### src/rtl/serial_add_controller_pkg.sv
// Shared definitions for the serial add controller: default widths,
// state encoding and the step codes shown to the operator.
// Optional feature macro used by the top: ADD_SUB_EN.
package serial_add_controller_pkg;

  localparam int WIDTH_DEF       = 7;
  localparam int SYNC_STAGES_DEF = 2;

  localparam logic [2:0] S_LOAD_XL = 3'd0;
  localparam logic [2:0] S_LOAD_XH = 3'd1;
  localparam logic [2:0] S_LOAD_YL = 3'd2;
  localparam logic [2:0] S_LOAD_YH = 3'd3;
  localparam logic [2:0] S_ADD     = 3'd4;
  localparam logic [2:0] S_DONE    = 3'd5;

  typedef enum logic [2:0] {
    ST_LOAD_XL = S_LOAD_XL,
    ST_LOAD_XH = S_LOAD_XH,
    ST_LOAD_YL = S_LOAD_YL,
    ST_LOAD_YH = S_LOAD_YH,
    ST_ADD     = S_ADD,
    ST_DONE    = S_DONE
  } state_e;

  localparam logic [1:0] STEP_XL = 2'd0;
  localparam logic [1:0] STEP_XH = 2'd1;
  localparam logic [1:0] STEP_YL = 2'd2;
  localparam logic [1:0] STEP_YH = 2'd3;

endpackage

### src/rtl/serial_add_controller_full_adder.sv
// Single-bit full adder cell, time-shared by the serial adder.
// Ports: a, b, cin in; sum, cout out.
module serial_add_controller_full_adder (
  input  logic a,
  input  logic b,
  input  logic cin,
  output logic sum,
  output logic cout
);

  assign sum  = a ^ b ^ cin;
  assign cout = (a & b) | (a & cin) | (b & cin);

endmodule

### src/rtl/serial_add_controller.sv
// Serial add controller: captures X low/high and Y low/high nibbles from a
// switch bank on debounced-edge ENTER presses, then adds X+Y one bit per
// cycle through a single full adder and holds the result.
// Ports:
//   clk, rst (sync, active-high), pb (async ENTER), a[3:0] nibble switches,
//   sub (only with ADD_SUB_EN: 1 = subtract, sampled on the YH press),
//   z[WIDTH-1:0] result, carry, done, busy, step[1:0] next nibble expected.
// Build option: define ADD_SUB_EN to add the subtract mode and sub port.
//
// state    | meaning
// LOAD_XL  | waiting for X low nibble
// LOAD_XH  | waiting for X high nibble (a[3] ignored)
// LOAD_YL  | waiting for Y low nibble
// LOAD_YH  | waiting for Y high nibble; press starts the add
// ADD      | one result bit per cycle, presses ignored
// DONE     | result held; next press is the X low capture
module serial_add_controller
  import serial_add_controller_pkg::*;
#(
  parameter int WIDTH       = WIDTH_DEF,
  parameter int SYNC_STAGES = SYNC_STAGES_DEF
) (
  input  logic             clk,
  input  logic             rst,
  input  logic             pb,
  input  logic [3:0]       a,
`ifdef ADD_SUB_EN
  input  logic             sub,
`endif
  output logic [WIDTH-1:0] z,
  output logic             carry,
  output logic             done,
  output logic             busy,
  output logic [1:0]       step
);

  localparam int IW = $clog2(WIDTH);

  state_e                 state_q, state_d;
  logic [SYNC_STAGES-1:0] sync_q, sync_d;
  logic                   prev_q, prev_d;
  logic [WIDTH-1:0]       x_q, x_d, y_q, y_d, s_q, s_d, z_q, z_d;
  logic                   c_q, c_d, carry_q, carry_d, done_q, done_d, busy_q, busy_d;
  logic [IW-1:0]          i_q, i_d;
  logic                   enter, sub_eff, fa_b, fa_cin, fa_sum, fa_cout;

`ifdef ADD_SUB_EN
  logic sub_q, sub_d;
  assign sub_eff = sub_q;
`else
  assign sub_eff = 1'b0;
`endif

  assign enter = sync_q[SYNC_STAGES-1] & ~prev_q;

  // Subtraction is x + ~y + 1: invert y and seed the carry with sub.
  assign fa_b   = y_q[i_q] ^ sub_eff;
  assign fa_cin = (i_q == '0) ? sub_eff : c_q;

  serial_add_controller_full_adder u_fa (
    .a    (x_q[i_q]),
    .b    (fa_b),
    .cin  (fa_cin),
    .sum  (fa_sum),
    .cout (fa_cout)
  );

  always_comb begin
    state_d = state_q;
    sync_d  = {sync_q[SYNC_STAGES-2:0], pb};
    prev_d  = sync_q[SYNC_STAGES-1];
    x_d     = x_q;
    y_d     = y_q;
    s_d     = s_q;
    z_d     = z_q;
    c_d     = c_q;
    carry_d = carry_q;
    done_d  = done_q;
    busy_d  = busy_q;
    i_d     = i_q;
`ifdef ADD_SUB_EN
    sub_d   = sub_q;
`endif
    unique case (state_q)
      // DONE shares the X low capture; it is also where the old result is cleared.
      ST_LOAD_XL, ST_DONE: if (enter) begin
        x_d[3:0] = a;
        z_d      = '0;
        carry_d  = 1'b0;
        done_d   = 1'b0;
        state_d  = ST_LOAD_XH;
      end
      ST_LOAD_XH: if (enter) begin
        x_d[WIDTH-1:4] = a[WIDTH-5:0];
        state_d        = ST_LOAD_YL;
      end
      ST_LOAD_YL: if (enter) begin
        y_d[3:0] = a;
        state_d  = ST_LOAD_YH;
      end
      ST_LOAD_YH: if (enter) begin
        y_d[WIDTH-1:4] = a[WIDTH-5:0];
`ifdef ADD_SUB_EN
        sub_d          = sub;
`endif
        busy_d         = 1'b1;
        i_d            = '0;
        state_d        = ST_ADD;
      end
      ST_ADD: begin
        s_d[i_q] = fa_sum;
        c_d      = fa_cout;
        if (i_q == IW'(WIDTH - 1)) begin
          z_d     = s_d;
          carry_d = fa_cout;
          done_d  = 1'b1;
          busy_d  = 1'b0;
          state_d = ST_DONE;
        end else begin
          i_d = i_q + 1'b1;
        end
      end
      default: state_d = ST_LOAD_XL;
    endcase
  end

  always_ff @(posedge clk) begin
    if (rst) begin
      state_q <= ST_LOAD_XL;
      // Sync chain and prev start high so a button held through reset is not an edge.
      sync_q  <= '1;
      prev_q  <= 1'b1;
      x_q     <= '0;
      y_q     <= '0;
      s_q     <= '0;
      z_q     <= '0;
      c_q     <= 1'b0;
      carry_q <= 1'b0;
      done_q  <= 1'b0;
      busy_q  <= 1'b0;
      i_q     <= '0;
`ifdef ADD_SUB_EN
      sub_q   <= 1'b0;
`endif
    end else begin
      state_q <= state_d;
      sync_q  <= sync_d;
      prev_q  <= prev_d;
      x_q     <= x_d;
      y_q     <= y_d;
      s_q     <= s_d;
      z_q     <= z_d;
      c_q     <= c_d;
      carry_q <= carry_d;
      done_q  <= done_d;
      busy_q  <= busy_d;
      i_q     <= i_d;
`ifdef ADD_SUB_EN
      sub_q   <= sub_d;
`endif
    end
  end

  always_comb begin
    step = STEP_XL;
    unique case (state_q)
      ST_LOAD_XH: step = STEP_XH;
      ST_LOAD_YL: step = STEP_YL;
      ST_LOAD_YH: step = STEP_YH;
      default:    step = STEP_XL;
    endcase
  end

  assign z     = z_q;
  assign carry = carry_q;
  assign done  = done_q;
  assign busy  = busy_q;

endmodule

### config.mk
export PLATFORM = sky130hd
export DESIGN_NAME = serial_add_controller
export DESIGN_NICKNAME = d
export VERILOG_FILES = /design/src/rtl/serial_add_controller_pkg.sv /design/src/rtl/serial_add_controller_full_adder.sv /design/src/rtl/serial_add_controller.sv
export SDC_FILE = /design/constraint.sdc
export NUM_CORES = 1
export LEC_CHECK = 0
export CORE_MARGIN = 4
export CORE_UTILIZATION = 25
export CTS_CLUSTER_DIAMETER = 200
export DETAILED_ROUTE_END_ITERATION = 6
export PLACE_DENSITY = 0.41
export SLEW_MARGIN = 20
export SYNTH_ARGS = -nofsm -noshare
export SYNTH_HDL_FRONTEND = slang
export SYNTH_SLANG_ARGS = --single-unit
### constraint.sdc
create_clock -name clk -period 4.6 [get_ports clk]
set_input_delay 0.69 -clock clk [delete_from_list [all_inputs] [get_ports clk]]
set_output_delay 0.69 -clock clk [all_outputs]
set_load 0.01 [all_outputs]
# Yosys cells after proc, flatten, opt, wreduce, memory -nomap -nowiden
# Index checks and enable logic that the tools add are counted.
dict set report totals {
  output_inout_bits 12
  inputBits 7
  latchBits 0
  wordCells 81
  memories 0
  ff_bits 41
  romBits 0
  ram_bits 0
}
dict set report op_classes {
  multipliers 0
  n_eq_ne 12
  shifts 0
  n_reduce_logical 14
  n_mux 29
  div_mod_pow 0
  n_bitwise 9
  n_lt_le_gt_ge 2
  add_sub_neg 1
}
# operator count
set op_table {}
lappend op_table {{2-to-1 mux 3 bit} 7}
lappend op_table {{case mux 3 bit (5 select lines)} 1}
lappend op_table {{2-to-1 mux 7 bit} 2}
lappend op_table {{case mux 7 bit (2 select lines)} 1}
lappend op_table {{inequality test 2 bit (second input constant)} 6}
lappend op_table {{equality test 3 bit (second input constant)} 3}
lappend op_table {{2-to-1 mux 1 bit} 9}
lappend op_table {{AND reduction 3 bit} 3}
lappend op_table {{AND reduction 2 bit} 4}
lappend op_table {{bitwise mux 7 bit} 1}
lappend op_table {{binary-select mux 1 bit (select 3 bit)} 2}
lappend op_table {{equality test 3 x 2 -> 1 bit (second input constant)} 2}
lappend op_table {{logical NOT 3 bit} 2}
lappend op_table {{case mux 1 bit (2 select lines)} 3}
lappend op_table {{case mux 2 bit (3 select lines)} 1}
lappend op_table {{case mux 3 bit (2 select lines)} 1}
lappend op_table {{AND reduction 5 bit} 1}
lappend op_table {{AND 1 bit} 4}
lappend op_table {{less-than comparator 3 x 4 -> 1 bit (second input constant)} 1}
lappend op_table {{nonzero test 2 bit} 2}
lappend op_table {{adder 3 x 1 -> 3 bit (second input constant)} 1}
lappend op_table {{demux 1 bit (select 3 bit)} 1}
lappend op_table {{equality test 3 x 1 -> 1 bit (second input constant)} 1}
lappend op_table {{greater-or-equal comparator 3 x 1 -> 1 bit (second input constant)} 1}
lappend op_table {{other kinds (5)} 7}

# Depth between registers and ports, before layout
dict set report depth {
  ltp_word 7
  mapped_depth 10
  mapped_depth_nobuf 9
}

# By module
# From an unflattened synthesis, not the netlist that was laid out.
dict set report unflattened {
  hier_cells 220
  hier_area_um2 1945.6
}
# mod seq_area_each_um2 n_inst cells_each area_per_inst_um2
set modules_own_cells {}
lappend modules_own_cells {serial_add_controller 820.8 1 219 1925.6}
lappend modules_own_cells {serial_add_controller_full_adder 0.0 1 1 20.0}

# Worst setup path after synthesis
# Ideal clock, no wire load.
dict set report synth_timing {
  path_type {register to register}
  start {register i_q[1]}
  end {register z_q[2] (netlist: z[2])}
  synth_period_minus_slack_ns 2.441
  n_path_buf 1
  required_time_ns 4.534
  stages_incl_launch_ff 9
  setup_ns 0.066
  arrival_ns 2.375
  slack_ns 2.159
  path_cell_list {dfxtp_1 -> buf_2 -> mux4_2 -> o21ai_0 -> fa_1 -> nand2b_1 -> o221ai_1 -> mux2i_1 -> nor2b_1}
}
dict set report synth_via {
  elab_chain_len 7
  word_cells_on_any_way 19
  cone_classes {order compare (2); eq/ne (2); mux (10); bitwise (2); reduce/logical (3)}
}
# element line_no
set synth_lines {}
lappend synth_lines {{start, declared} serial_add_controller.sv:44} ;# logic [IW-1:0] i_q, i_d;
lappend synth_lines {{start signal, assigned} serial_add_controller.sv:157} ;# i_q <= i_d;
lappend synth_lines {{less-than comparator 3 x 4 -> 1 bit (not written as such) (tied with other cells)} serial_add_controller.sv:111} ;# s_d[i_q] = fa_sum;
lappend synth_lines {{logical AND 1 bit (not written as such) (tied with other cells)} serial_add_controller.sv:111}
lappend synth_lines {{2-to-1 mux 1 bit (not written as such) / XOR 1 bit (equally long branches)} {serial_add_controller.sv:111, serial_add_controller_full_adder.sv:11}}
lappend synth_lines {{demux 1 bit (select 3 bit) / XOR 1 bit (equally long branches)} {serial_add_controller.sv:111, serial_add_controller_full_adder.sv:11}}
lappend synth_lines {{bitwise mux 7 bit} serial_add_controller.sv:111}
lappend synth_lines {{2-to-1 mux 7 bit} serial_add_controller.sv:113} ;# if (i_q == IW'(WIDTH - 1)) begin
lappend synth_lines {{case mux 7 bit (2 select lines)} serial_add_controller.sv:84} ;# unique case (state_q)
lappend synth_lines {{end signal, assigned} serial_add_controller.sv:152} ;# z_q <= z_d;
lappend synth_lines {{end, declared} serial_add_controller.sv:42} ;# logic [WIDTH-1:0] x_q, x_d, y_q, y_d, s_q, s_d, z_q, z_d;
# Parallel ways exist; a longest one is shown, timed or not. The select of a mux whose other input is x is not followed.
# A chain may end at the register's enable or synchronous reset.

# Worst setup path in the final report
# Same ends and word-level chain as after synthesis.

==> results.yml <==
power:
  p_int_w: 0.000486
  cellPowerDensity_nw_per_um2: 278
  seqPwrFrac_pct: 57.7
  power.share.switching_pct: 21.9
  pwr-share-clk_pct: 38.8
  p_switching_w: 0.000136
  peakVddDrop_mv: 0.124
  comb_power_share_pct: 3.5
  p_leak_nw: 0.761
clock_tree:
  clock_latency_ps: 290
  clock_path_buffers: 2
  cts_root_buf: "clkbuf_8"
  cts_hold_buf: 0
  htreeDepth: 2
  post_cts_resize_count: 0
  numCtsBuffers: 5
  clk_pin_slew_ps: 70
  tritoncts: "built"
  cts_setup_buffers: 0
  clock-sinks: 41
critical_path:
  cp_common_cell: "a21oi_1"
  end_kind: "flip-flop"
  cp_max_fo: 19
  worst_ep_required_time_ps: 4830
  critPathKind: "reg -> reg"
  cpLargestDelayFamily: "flip-flops"
  critPathLaunchType: "flip-flop"
  r2r_slack_ps: 1740
  cp_cell_sequence: "mux2_2 -> a221oi_1 -> a21oi_1 -> a21oi_1 -> fa_1 -> nand2b_1 -> o221ai_1 -> mux2i_1 -> nor2b_1"
  reg2reg_to: "z[2]$_SDFFE_PP0P_"
  r2r-start: "i_q[1]$_SDFFE_PP0P_"
  path_buf_inv: 0
  critPathArrivalTime_ps: 3090
  cpPeakStageDelay_ps: 740
  cp_slowest_cell: "dfxtp_1"
  reg2reg_depth: 9
floorplanning:
  die_area_um2: 9170
  num_io_pins: 19
  coreArea_um2: 7370
  initial_core_util_pct: 26.1
  die_w_um: 95.8
  placementRows: 31
  die_h_um: 95.8
grt:
  grt_antenna_before_repair: 0
  grt_overflow: 0
  grt_pass1_vias: 1459
  grtUsageTotal_pct: 11.0
  grt_max_degree: 42
  grt_pass1_wl_mm: 7.69
final_layout:
  ff_latch_area_um2: 821
  nets: 236
  antenna_cells: 0
  fillers: 817
  syn_to_final_growth_pct: 16.2
  multi_input_area_um2: 992
  postLayoutCoreUtil_pct: 30.4
  drive_gt1_share_pct: 7.56
routing:
  drt-total-wl_mm: 4.49
  antenna_left: 0
  drt_drc_violations_left: 0
  drt_iter0_drc: 92
  drt-vias-per-instance: 4.54
  vias: 1472
  drt-pass1-iter-count: 4
  wl_per_cell_um: 13.9
placement:
  io_buffers: 18
  place_congestion: 0.745
  hpwlAfterDp_mm: 3.00
run_status:
  status: "finished clean"
min_path:
  holdPathEnd: "sync_q[1]$_SDFF_PP1_"
  hp-class: "reg -> reg"
  hp-start: "sync_q[0]$_SDFF_PP1_"
  worstHoldPathCells: 1
synthesis:
  ys.flop_type: "dfxtp_1"
  syn_nets: 224
  yosys-top-cells-area: "dfxtp_1 (43%), mux2i_1 (7.8%), a21oi_1 (6.2%)"
  syn_area_um2: 1930
  synth_edf_count: 0
  syn-instance-count: 213
  yosysTopAreaCell: "dfxtp_1"
  yosysUniqueCellTypes: 45
  synth-seq-cells: 41
  async_flop_share_pct: 0
  yosysTopAreaCellShare_pct: 42.6
  avgSynthCellArea_um2: 9.04
  yosysSeqAreaShare_pct: 42.6
  yosysWarnings: 0
timing:
  finClkSkew_ps: 6.50
  fin_setup_tns_ps: 0
  hold_viol_final: 0
  hold_ws_ps: 417
  setup_violations: 0
  report.final.slew_viol_count: 0
  period_share_pct: 62.1
  period_needed_ps: 2860
  worstMarginPinSlew_ps: 736
  rsz0062_at_grt: "false"
  fmax_ghz: 0.350
  maxSlewHeadroom_pct: 50.7
run:
  drv_cap: 0
-- registers in the layout (all words and copies together), names as in the netlist, 2 cells and up --
signal,count
state_q,3
y_q,7
x_q,7
sync_q,2
z,7
i_q,3
s_q,7
-- power groups by stage --
| stage | Clock (W) | Sequential (W) | Combinational (W) |
|---|---|---|---|
| floorplan | 0 | 0.000366 | 0.0000126 |
| finish | 0.000241 | 0.000359 | 0.0000221 |
| global route | 0.000265 | 0.000359 | 0.0000245 |
| detailed placement | 0 | 0.000367 | 0.0000223 |
| CTS | 0.000252 | 0.000359 | 0.0000223 |
| global placement | 0 | 0.000367 | 0.0000224 |
-- layout make-up --
class | count | area share (%)
Clock buffer | 7 | 3.86
Timing Repair Buffer | 19 | 8.39
Sequential cell | 41 | 36.7
Multi-Input combinational cell | 151 | 44.4
Tap cell | 99 | 5.54
Inverter | 7 | 1.17
-- cells in the mapped netlist, types with 2 or more instances --
cell        n
clkbuf_1    5
o2111ai_1   2
inv_1       7
a31oi_1     2
o221ai_1    3
dfxtp_1    41
nor3b_1     2
or2_2       3
a21o_1      2
o21ai_0     3
nand2b_1    6
a21oi_1    24
ha_1        3
buf_4       3
nor2_1     17
nand3_1     8
nor3_1      4
nor2b_1     5
nand3b_1    4
xor2_1      2
nand2_1    24
buf_2       4
o211ai_1    3
mux2i_1    15
-- worst max path at each step --
| stage | slack (ps) | depth (start not counted) | endpoint | start |
|---|---|---|---|---|
| final | 1740 | 9 | z[2]$_SDFFE_PP0P_ | i_q[1]$_SDFFE_PP0P_ |
| after global routing | 1390 | 9 | z[1]$_SDFFE_PP0P_ | i_q[1]$_SDFFE_PP0P_ |
| after CTS | 1730 | 9 | z[1]$_SDFFE_PP0P_ | i_q[1]$_SDFFE_PP0P_ |
| after detailed placement | 1740 | 9 | z[1]$_SDFFE_PP0P_ | i_q[1]$_SDFFE_PP0P_ |
| after global placement | 1800 | 9 | z[2]$_SDFFE_PP0P_ | i_q[1]$_SDFFE_PP0P_ |
| after floorplan | 2160 | 8 | z[2]$_SDFFE_PP0P_ | i_q[1]$_SDFFE_PP0P_ |
-- routing by layer --
metal	GRT usage (%)	wire (µm)	up-vias
met5	0	0	-
met4	3.91	69	0
met3	2.58	136	8
met2	15.3	1890	19
met1	16.2	2400	676
li1	-	-	769
-- worst reg2reg max path: stages (launching register included) --
cell      delay [ps]
dfxtp_1          740
mux2_2           410
a221oi_1         240
a21oi_1           70
a21oi_1          220
fa_1             510
nand2b_1         140
o221ai_1         150
mux2i_1          190
nor2b_1          130
-- cell usage in the layout (no fill, tap or decap), drive strengths merged, types with 4 or more instances in the layout --
cell,instances
nor3,5
mux2i,15
nand2,24
clkdlybuf4s50,18
nand3b,4
nand3,8
inv,7
dfxtp,41
nor2,17
nand2b,6
clkbuf,7
nor2b,5
a21oi,25
-- stage by stage --
step           area [µm²]  setup WS (ps)  instances  total power, W
6_report             2240           1740        324        0.000622
5_1_grt              2240           1390        324        0.000648
3_3_place_gp         2150           1800        317        0.000390
3_5_place_dp         2150           1740        317        0.000389
4_1_cts              2240           1730        324        0.000633
2_1_floorplan        1930           2160        213        0.000378
-- kinds of logic after synthesis --
kind of cell / count (synthesis) / synth area share, %
adder cells (fa/ha/maj): 4 / 2.99
flip-flops: 41 / 42.6
AND/OR/NAND/NOR: 81 / 21.8
multiplexers: 17 / 9.55
XOR/XNOR: 3 / 1.36
buffers and inverters: 21 / 5.85
AO/OA/AOI/OAI: 46 / 15.9
(Power assumes the default switching activity.)
